$ cat config.mk
export PLATFORM = sky130hd
export DESIGN_NAME = note_sequencer
export DESIGN_NICKNAME = d
export VERILOG_FILES = /design/src/rtl/note_sequencer.sv
export SDC_FILE = /design/constraint.sdc
export NUM_CORES = 1
export LEC_CHECK = 0
export BUFFER_PORTS_ARGS = -buffer_cell sky130_fd_sc_hd__buf_2
export CELL_PAD_IN_SITES_DETAIL_PLACEMENT = 0
export CELL_PAD_IN_SITES_GLOBAL_PLACEMENT = 1
export CORE_ASPECT_RATIO = 1.1
export CORE_MARGIN = 2
export CORE_UTILIZATION = 30
export CTS_BUF_LIST = sky130_fd_sc_hd__clkbuf_8
export CTS_CLUSTER_DIAMETER = 40
export CTS_CLUSTER_SIZE = 10
export DETAILED_ROUTE_END_ITERATION = 10
export PLACE_DENSITY_LB_ADDON = 0.2
export SYNTH_ARGS = -nofsm -noshare
export SYNTH_HDL_FRONTEND = slang
export SYNTH_SLANG_ARGS = --single-unit
$ cat constraint.sdc
create_clock -name clk -period 8.6 [get_ports clk]
set_clock_uncertainty 0.2 [all_clocks]
set_input_delay 1.29 -clock clk [delete_from_list [all_inputs] [get_ports clk]]
set_output_delay 1.29 -clock clk [all_outputs]
set_load 0.02 [all_outputs]
$ cat src/rtl/note_sequencer.sv
// Record/playback note sequencer: captures notes on load_n release and replays
// them at a fixed step rate, with loop, stop, clear and empty-playback guard.
module note_sequencer #(
  parameter int NOTE_W         = 4,
  parameter int DEPTH          = 16,
  parameter int TICKS_PER_STEP = 25000000,
  localparam int CNT_W         = $clog2(DEPTH + 1),
  localparam int IDX_W         = $clog2(DEPTH)
) (
  input  logic              clk,
  input  logic              reset,
  input  logic              load_n,
  input  logic [NOTE_W-1:0] note_in,
  input  logic              playback,
  input  logic              stop_n,
  input  logic              clear_n,
  input  logic              loop_en,
  output logic              ld_note,
  output logic              ld_play,
  output logic [NOTE_W-1:0] note_out,
  output logic [IDX_W-1:0]  note_idx,
  output logic [CNT_W-1:0]  notes_recorded,
  output logic              full,
  output logic              step_tick
);

  localparam int DIV_W = $clog2(TICKS_PER_STEP);
  localparam logic [DIV_W-1:0] DIV_RELOAD = DIV_W'(TICKS_PER_STEP - 1);
  localparam logic [CNT_W-1:0] FULL_CNT   = CNT_W'(DEPTH);

  typedef enum logic [1:0] {IDLE, LOAD, PLAY} state_t;

  state_t             state;
  logic [DIV_W-1:0]   divider;
  logic [NOTE_W-1:0]  mem [DEPTH];
  logic               write_en;
  logic               last_note;

  assign full      = (notes_recorded == FULL_CNT);
  assign ld_note   = (state == LOAD);
  assign ld_play   = (state == PLAY);
  assign step_tick = ld_play && (divider == '0);
  assign write_en  = ld_note && load_n && !full;
  // Compare idx+1 against the count so an empty count can never underflow.
  assign last_note = (CNT_W'(note_idx) + CNT_W'(1)) >= notes_recorded;
  assign note_out  = ld_play ? mem[note_idx] : '0;

  always_ff @(posedge clk) begin
    if (write_en) begin
      mem[notes_recorded[IDX_W-1:0]] <= note_in;
    end
  end

  always_ff @(posedge clk or negedge reset) begin
    if (!reset) begin
      state          <= IDLE;
      notes_recorded <= '0;
      note_idx       <= '0;
      divider        <= DIV_RELOAD;
    end else begin
      case (state)
        IDLE: begin
          if (!load_n) begin
            state <= LOAD;
          end else if (!playback) begin
            if (notes_recorded != '0) begin
              state    <= PLAY;
              note_idx <= '0;
              divider  <= DIV_RELOAD;
            end
          end else if (!clear_n) begin
            notes_recorded <= '0;
          end
        end
        LOAD: begin
          if (load_n) begin
            if (!full) begin
              notes_recorded <= notes_recorded + CNT_W'(1);
            end
            state <= IDLE;
          end
        end
        PLAY: begin
          if (!stop_n) begin
            state    <= IDLE;
            note_idx <= '0;
          end else if (step_tick) begin
            divider <= DIV_RELOAD;
            if (!last_note) begin
              note_idx <= note_idx + IDX_W'(1);
            end else if (loop_en) begin
              note_idx <= '0;
            end else begin
              state    <= IDLE;
              note_idx <= '0;
            end
          end else begin
            divider <= divider - DIV_W'(1);
          end
        end
        default: begin
          state    <= IDLE;
          note_idx <= '0;
        end
      endcase
    end
  end

endmodule

# Word-level counts from Yosys, hierarchy flattened
# Memories as Yosys holds them, arrays and structs flattened.
# Index checks and enable logic that the tools add are counted.
# Widths: inputs -> output; s select.
# word_totals
register_bits	36
latch_bits	0
ram_bits	64
mem_bits_ro	0
in_bits	11
out_inout_bits	17
elab_cells	71
memories	1
# op_classes
n_addsub	4
mul	0
n_div	0
n_lt_le_gt_ge	1
eq_ne	16
shift	0
n_mux	31
bitwise_logic	1
reduce_logical	13
# memory_table
name	words	width	rd	rd_ports_with_merged_regs	wr	line_no	text
mem	16	4	1	0	1	35	logic [NOTE_W-1:0] mem [DEPTH];
# ops
operator	count
$mux 25	5
$pmux 25 s2	1
$mux 4	7
$logic_not 25->1	1
$mux 5	5
$sub 25x1->25 const B	1
$mux 2	8
$ne 2x2->1 const B	8
$pmux 4 s3	1
$reduce_and 6->1	2
$pmux 5 s2	1
$reduce_and 5->1	2
$ne 3x3->1 const B	3
$ne 3x2->1 const B	2
$pmux 2 s3	1
$add 4x1->5 const B	1
$add 5x1->5 const B	1
$eq 5x5->1 const B	1
$ge 5x5->1	1
$reduce_bool 5->1	1
$add 4x1->4 const B	1
$reduce_bool 2->1	2
$logic_and 1x1->1	3
$eq 2x1->1 const B	1
other kinds (5)	6

# Logic depth before layout (Yosys ltp)
# depth
depth_word	6
depth_mapped	9
ltp_nobuf	8

# Worst setup path before layout
# No wires, ideal clock.
# synth_timing
path_type	register to output
startpoint	register note_idx[0]
endpoint	output note_out[0]
t_arrival_ns	2.730
required_ns	7.110
slack_ns	4.380
stages_incl_launch_ff	6
n_path_buf	2
path_cell_list	dfrtp_1 clkbuf_1 clkbuf_1 mux4_2 mux4_2 and2_1
# synth_via
elab_chain_len	2
# synth_rtl
element	line_no	text
from (decl)	21	output logic [IDX_W-1:0] note_idx,
from (signal assigned)	90	note_idx <= note_idx + IDX_W'(1);
$mem_v2 16x4	n/a	
$mux 4	46	assign note_out = ld_play ? mem[note_idx] : '0;
to (decl)	20	output logic [NOTE_W-1:0] note_out,
# Every way passes these cells.

# Worst setup path in the final report
# layout_timing
startpoint	register note_idx[0]
endpoint	output note_out[1]
# Same word-level chain as after synthesis.

==> out/results.md <==
| Parameter | Value |
|---|---|
| # H-tree levels | 3 |
| Shortest period the worst path allows | 4.42 ns |
| Antenna violations before repair | 0 |
| Number of distinct standard cells referenced by the synthesized netlist | 45 |
| Instance count of the mapped netlist | 356 |
| Routed len/inst | 17.9 um |
| Worst slew margin | 17.5% |
| Largest area contributor in the netlist | sky130_fd_sc_hd__edfxtp_1 |
| Count of synthesis-stage warnings from yosys | 0 |
| Starting density of the core | 30.3% |
| Number of placed I/O pins | 28 |
| Proportion of register bits with asynchronous set or reset after synthesis | 36.0% |
| Core region area | 15600 um2 |
| Clock-pin transition on the worst setup and hold timing paths | 0.10 ns |
| Startpoint kind of the worst setup timing path | flop |
| Later-pin clock latency in the skew report | 0.37 ns |
| Number of port buffers | 27 |
| Portion of synthesized cell area occupied by the leading cell type | 40.8% |
| CP Capture Type | primary output |
| Total Nets Final | 402 |
| Max FO, Critical Path | 22 |
| Final antenna diode count | 0 |
| Leak Pwr | 1.83 nW |
| Number of detailed-routing iterations run before antenna repair | 5 |
| MaxCap Viol Count | 0 |
| CTS Sinks | 100 |
| Top cell family by delay on the critical path | flip-flops |
| Area of the multi-input gates | 1760 um2 |
| CP required | 7.11 ns |
| Die Wd | 123 um |
| Highest clock frequency the design can meet | 226 MHz |
| Synth area leaders | sky130_fd_sc_hd__edfxtp_1 (41%), sky130_fd_sc_hd__dfrtp_1 (10%), sky130_fd_sc_hd__mux4_2 (9.6%) |
| Buffering stage count on the worst path with inverters included | 1 |
| Pre-CTS setup slack | 4.47 ns |
| Max Transition Viols Final | 0 |
| Buffer levels on the longest clock path | 2 |
| Worst-case register-to-register setup slack | 5.23 ns |
| Per-instance average area after synthesis | 13.2 um2 |
| Number of enable-type register cells in the synthesized netlist | 64 |
| HPWL Detailed | 7.44 mm |
| Initial drt markers | 151 |
| Setup Viol. Count Final | 0 |
| Aggregate negative setup slack | 0 ns |
| CTS Buf Count | 9 |
| Worst path slowest cell | sky130_fd_sc_hd__dfrtp_1 |
| Post-route clock period utilization | 51.4% |
| Die Y-Extent | 135 um |
| Detailed-route via count | 2929 |
| Number of nets with antenna violations after routing | 0 |
| RSZ-0062 raised after global routing | no |
| Delay of the slowest critical-path stage | 1.11 ns |
| Startpoint of the worst hold path | divider[3] |
| Total standard cell area after synthesis | 4710 um2 |
| Final critical-path setup slack | 4.18 ns |
| Routed WL | 10.5 mm |
| Global Route Usage Sum | 13.3% |
| Setup Crit Path Kind | reg -> out |
| Data arrival time of the critical path | 2.93 ns |
| Wire length of the first global-routing pass | 16.6 mm |
| Hold crit path type | reg -> reg |
| Clock tree from TritonCTS | done |
| Ratio of cells with drive above 1 in the final layout | 24.7% |
| Actual transition at the worst max-transition pin | 1.23 ns |
| IR Drop Worst-Case VDD | 0.0000975 V |
| Post-cts sizing count | 0 |
| CTS Root Buffer Type | sky130_fd_sc_hd__clkbuf_8 |
| Post-synth net total | 379 |
| Flop and latch count out of synthesis | 100 |
| Hold Path Stages | 2 |
| Area growth from synthesis to layout | 11.9% |
| Ordered list of cells on the worst path | mux4_2 -> mux4_2 -> and2_1 -> buf_2 |
| Register cell area after layout | 2840 um2 |
| Quantity of hold-fixing buffers added after cts | 0 |
| Area of the die | 16700 um2 |
| Pin count of the biggest net entering global routing | 37 |
| GP Congestion | 0.759 |
| Final Hold Fails | 0 |
| Per-cell via count in the routed design | 5.02 |
| Number of global-route vias before repair | 2912 |
| Crit path top cell by count | sky130_fd_sc_hd__mux4_2 |
| Number of design rule violations left after detail routing | 0 |
| Worst flop-to-flop path startpoint | note_idx[0] |
| P per Cell Area | 220 nW/um2 |
| Post-CTS Setup Repair Bufs | 0 |
| Most frequently used flop master after synthesis | sky130_fd_sc_hd__edfxtp_1 |
| CP startpoint | note_idx[0] |
| Count of cell instances traversed by the critical path | 4 |
| Sequential area share after synthesis | 60.4% |
| Outcome | finished, final reports clean |
| Congestion Overflow GR | 0 |
| Filler Cells Inserted | 1541 |
| Row Count | 48 |
| Worst r2r path cells | 8 |
## layer usage
layer  wire length (um)  vias to the layer above  track usage, %
met4                138                        0            4.17
met3                319                       11            3.03
li1                   -                     1405               -
met1               4660                     1473            17.2
met5                  0                        -               0
met2               5340                       40            22.3
## worst paths after layout
path	end
max	note_out[1]
min	divider[3]
max reg2reg	note_idx[2]
min reg2reg	divider[3]
max in group asynchronous	note_idx[0]
min in group asynchronous	divider[17]
## flip-flops by register name, indices dropped and copies added, names as in the netlist
register / flops
divider: 25
state: 2
notes_recorded: 5
mem: 64
note_idx: 4
## cells in the mapped netlist (6+ instances only)
| cell | n |
|---|---|
| sky130_fd_sc_hd__mux4_2 | 20 |
| sky130_fd_sc_hd__nand2_1 | 20 |
| sky130_fd_sc_hd__or4_1 | 6 |
| sky130_fd_sc_hd__o21ai_0 | 22 |
| sky130_fd_sc_hd__nand3_1 | 6 |
| sky130_fd_sc_hd__or3_1 | 7 |
| sky130_fd_sc_hd__dfrtp_1 | 19 |
| sky130_fd_sc_hd__o31ai_1 | 8 |
| sky130_fd_sc_hd__xnor2_1 | 11 |
| sky130_fd_sc_hd__nor2_1 | 30 |
| sky130_fd_sc_hd__dfstp_2 | 17 |
| sky130_fd_sc_hd__a21oi_1 | 7 |
| sky130_fd_sc_hd__ha_1 | 12 |
| sky130_fd_sc_hd__clkbuf_1 | 13 |
| sky130_fd_sc_hd__edfxtp_1 | 64 |
| sky130_fd_sc_hd__nor4_1 | 7 |
| sky130_fd_sc_hd__nor3_1 | 12 |
| sky130_fd_sc_hd__inv_1 | 11 |
## power by group
group          switching (W)  total, W  internal (W)
Sequential         0.0000551  0.000619      0.000563
Combinational       0.000129  0.000207     0.0000781
Clock               0.000187  0.000332      0.000145
Total               0.000372   0.00116      0.000786
## layout make-up
class / count / area share (%)
clock buffer: 9 / 2.35
clock inverter: 7 / 1.85
inverter: 11 / 0.783
multi-input combinational: 227 / 33.3
sequential: 100 / 54.0
tap: 200 / 4.75
timing repair buffer: 30 / 2.99
## through the flow
| stage | total power, W | std cells | cell area (um2) | utilization [%] | hold slack, ns |
|---|---|---|---|---|---|
| 6_report | 0.00116 | 584 | 5270 | 33.9 | 0.325 |
| 5_1_grt | 0.00122 | 584 | 5270 | 33.9 | 0.357 |
| 4_1_cts | 0.00118 | 584 | 5270 | 33.9 | 0.329 |
| 3_5_place_dp | 0.000843 | 568 | 5050 | 32.5 | 0.310 |
| 3_3_place_gp | 0.000842 | 568 | 5050 | 32.5 | 0.303 |
| 2_1_floorplan | 0.000762 | 356 | 4710 | - | 0.279 |
## worst min-delay path: stages (launching register included)
cell and delay, ns:
sky130_fd_sc_hd__dfstp_2 0.40, sky130_fd_sc_hd__o21ai_0 0.06, sky130_fd_sc_hd__o21ai_0 0.07
## cells by family after synthesis
family | Yosys count | synth area share [%]
buf+inv | 29 | 2.52
simple gates | 125 | 14.2
flops | 100 | 60.4
xor+xnor | 13 | 2.42
fa+ha+maj | 12 | 3.19
compound gates | 55 | 7.33
mux | 22 | 10.0
## placed cells by master, fill, tap and decap left out, drive strengths merged, types with 2 or more instances in the layout
cell type,netlist,routed
edfxtp,64,64
o211ai,3,3
nand3,6,6
mux4,20,20
o21ai,22,22
buf,5,30
or4,8,8
nor2,30,30
and3,2,2
ha,12,12
o41ai,5,5
mux2,2,2
a21o,2,2
clkinv,0,2
xor2,2,2
o31ai,8,8
and2,6,6
nand2b,5,5
inv,11,15
dfstp,17,17
dfrtp,19,19
a31oi,4,4
nor2b,5,5
clkbuf,13,9
or2,4,4
nor4,7,7
nand2,20,20
a21oi,7,7
xnor2,11,11
nand4,3,3
nor3,12,12
nor3b,3,3
nor4b,2,2
or3,9,9
No activity file was read; power rests on OpenSTA's default activity.
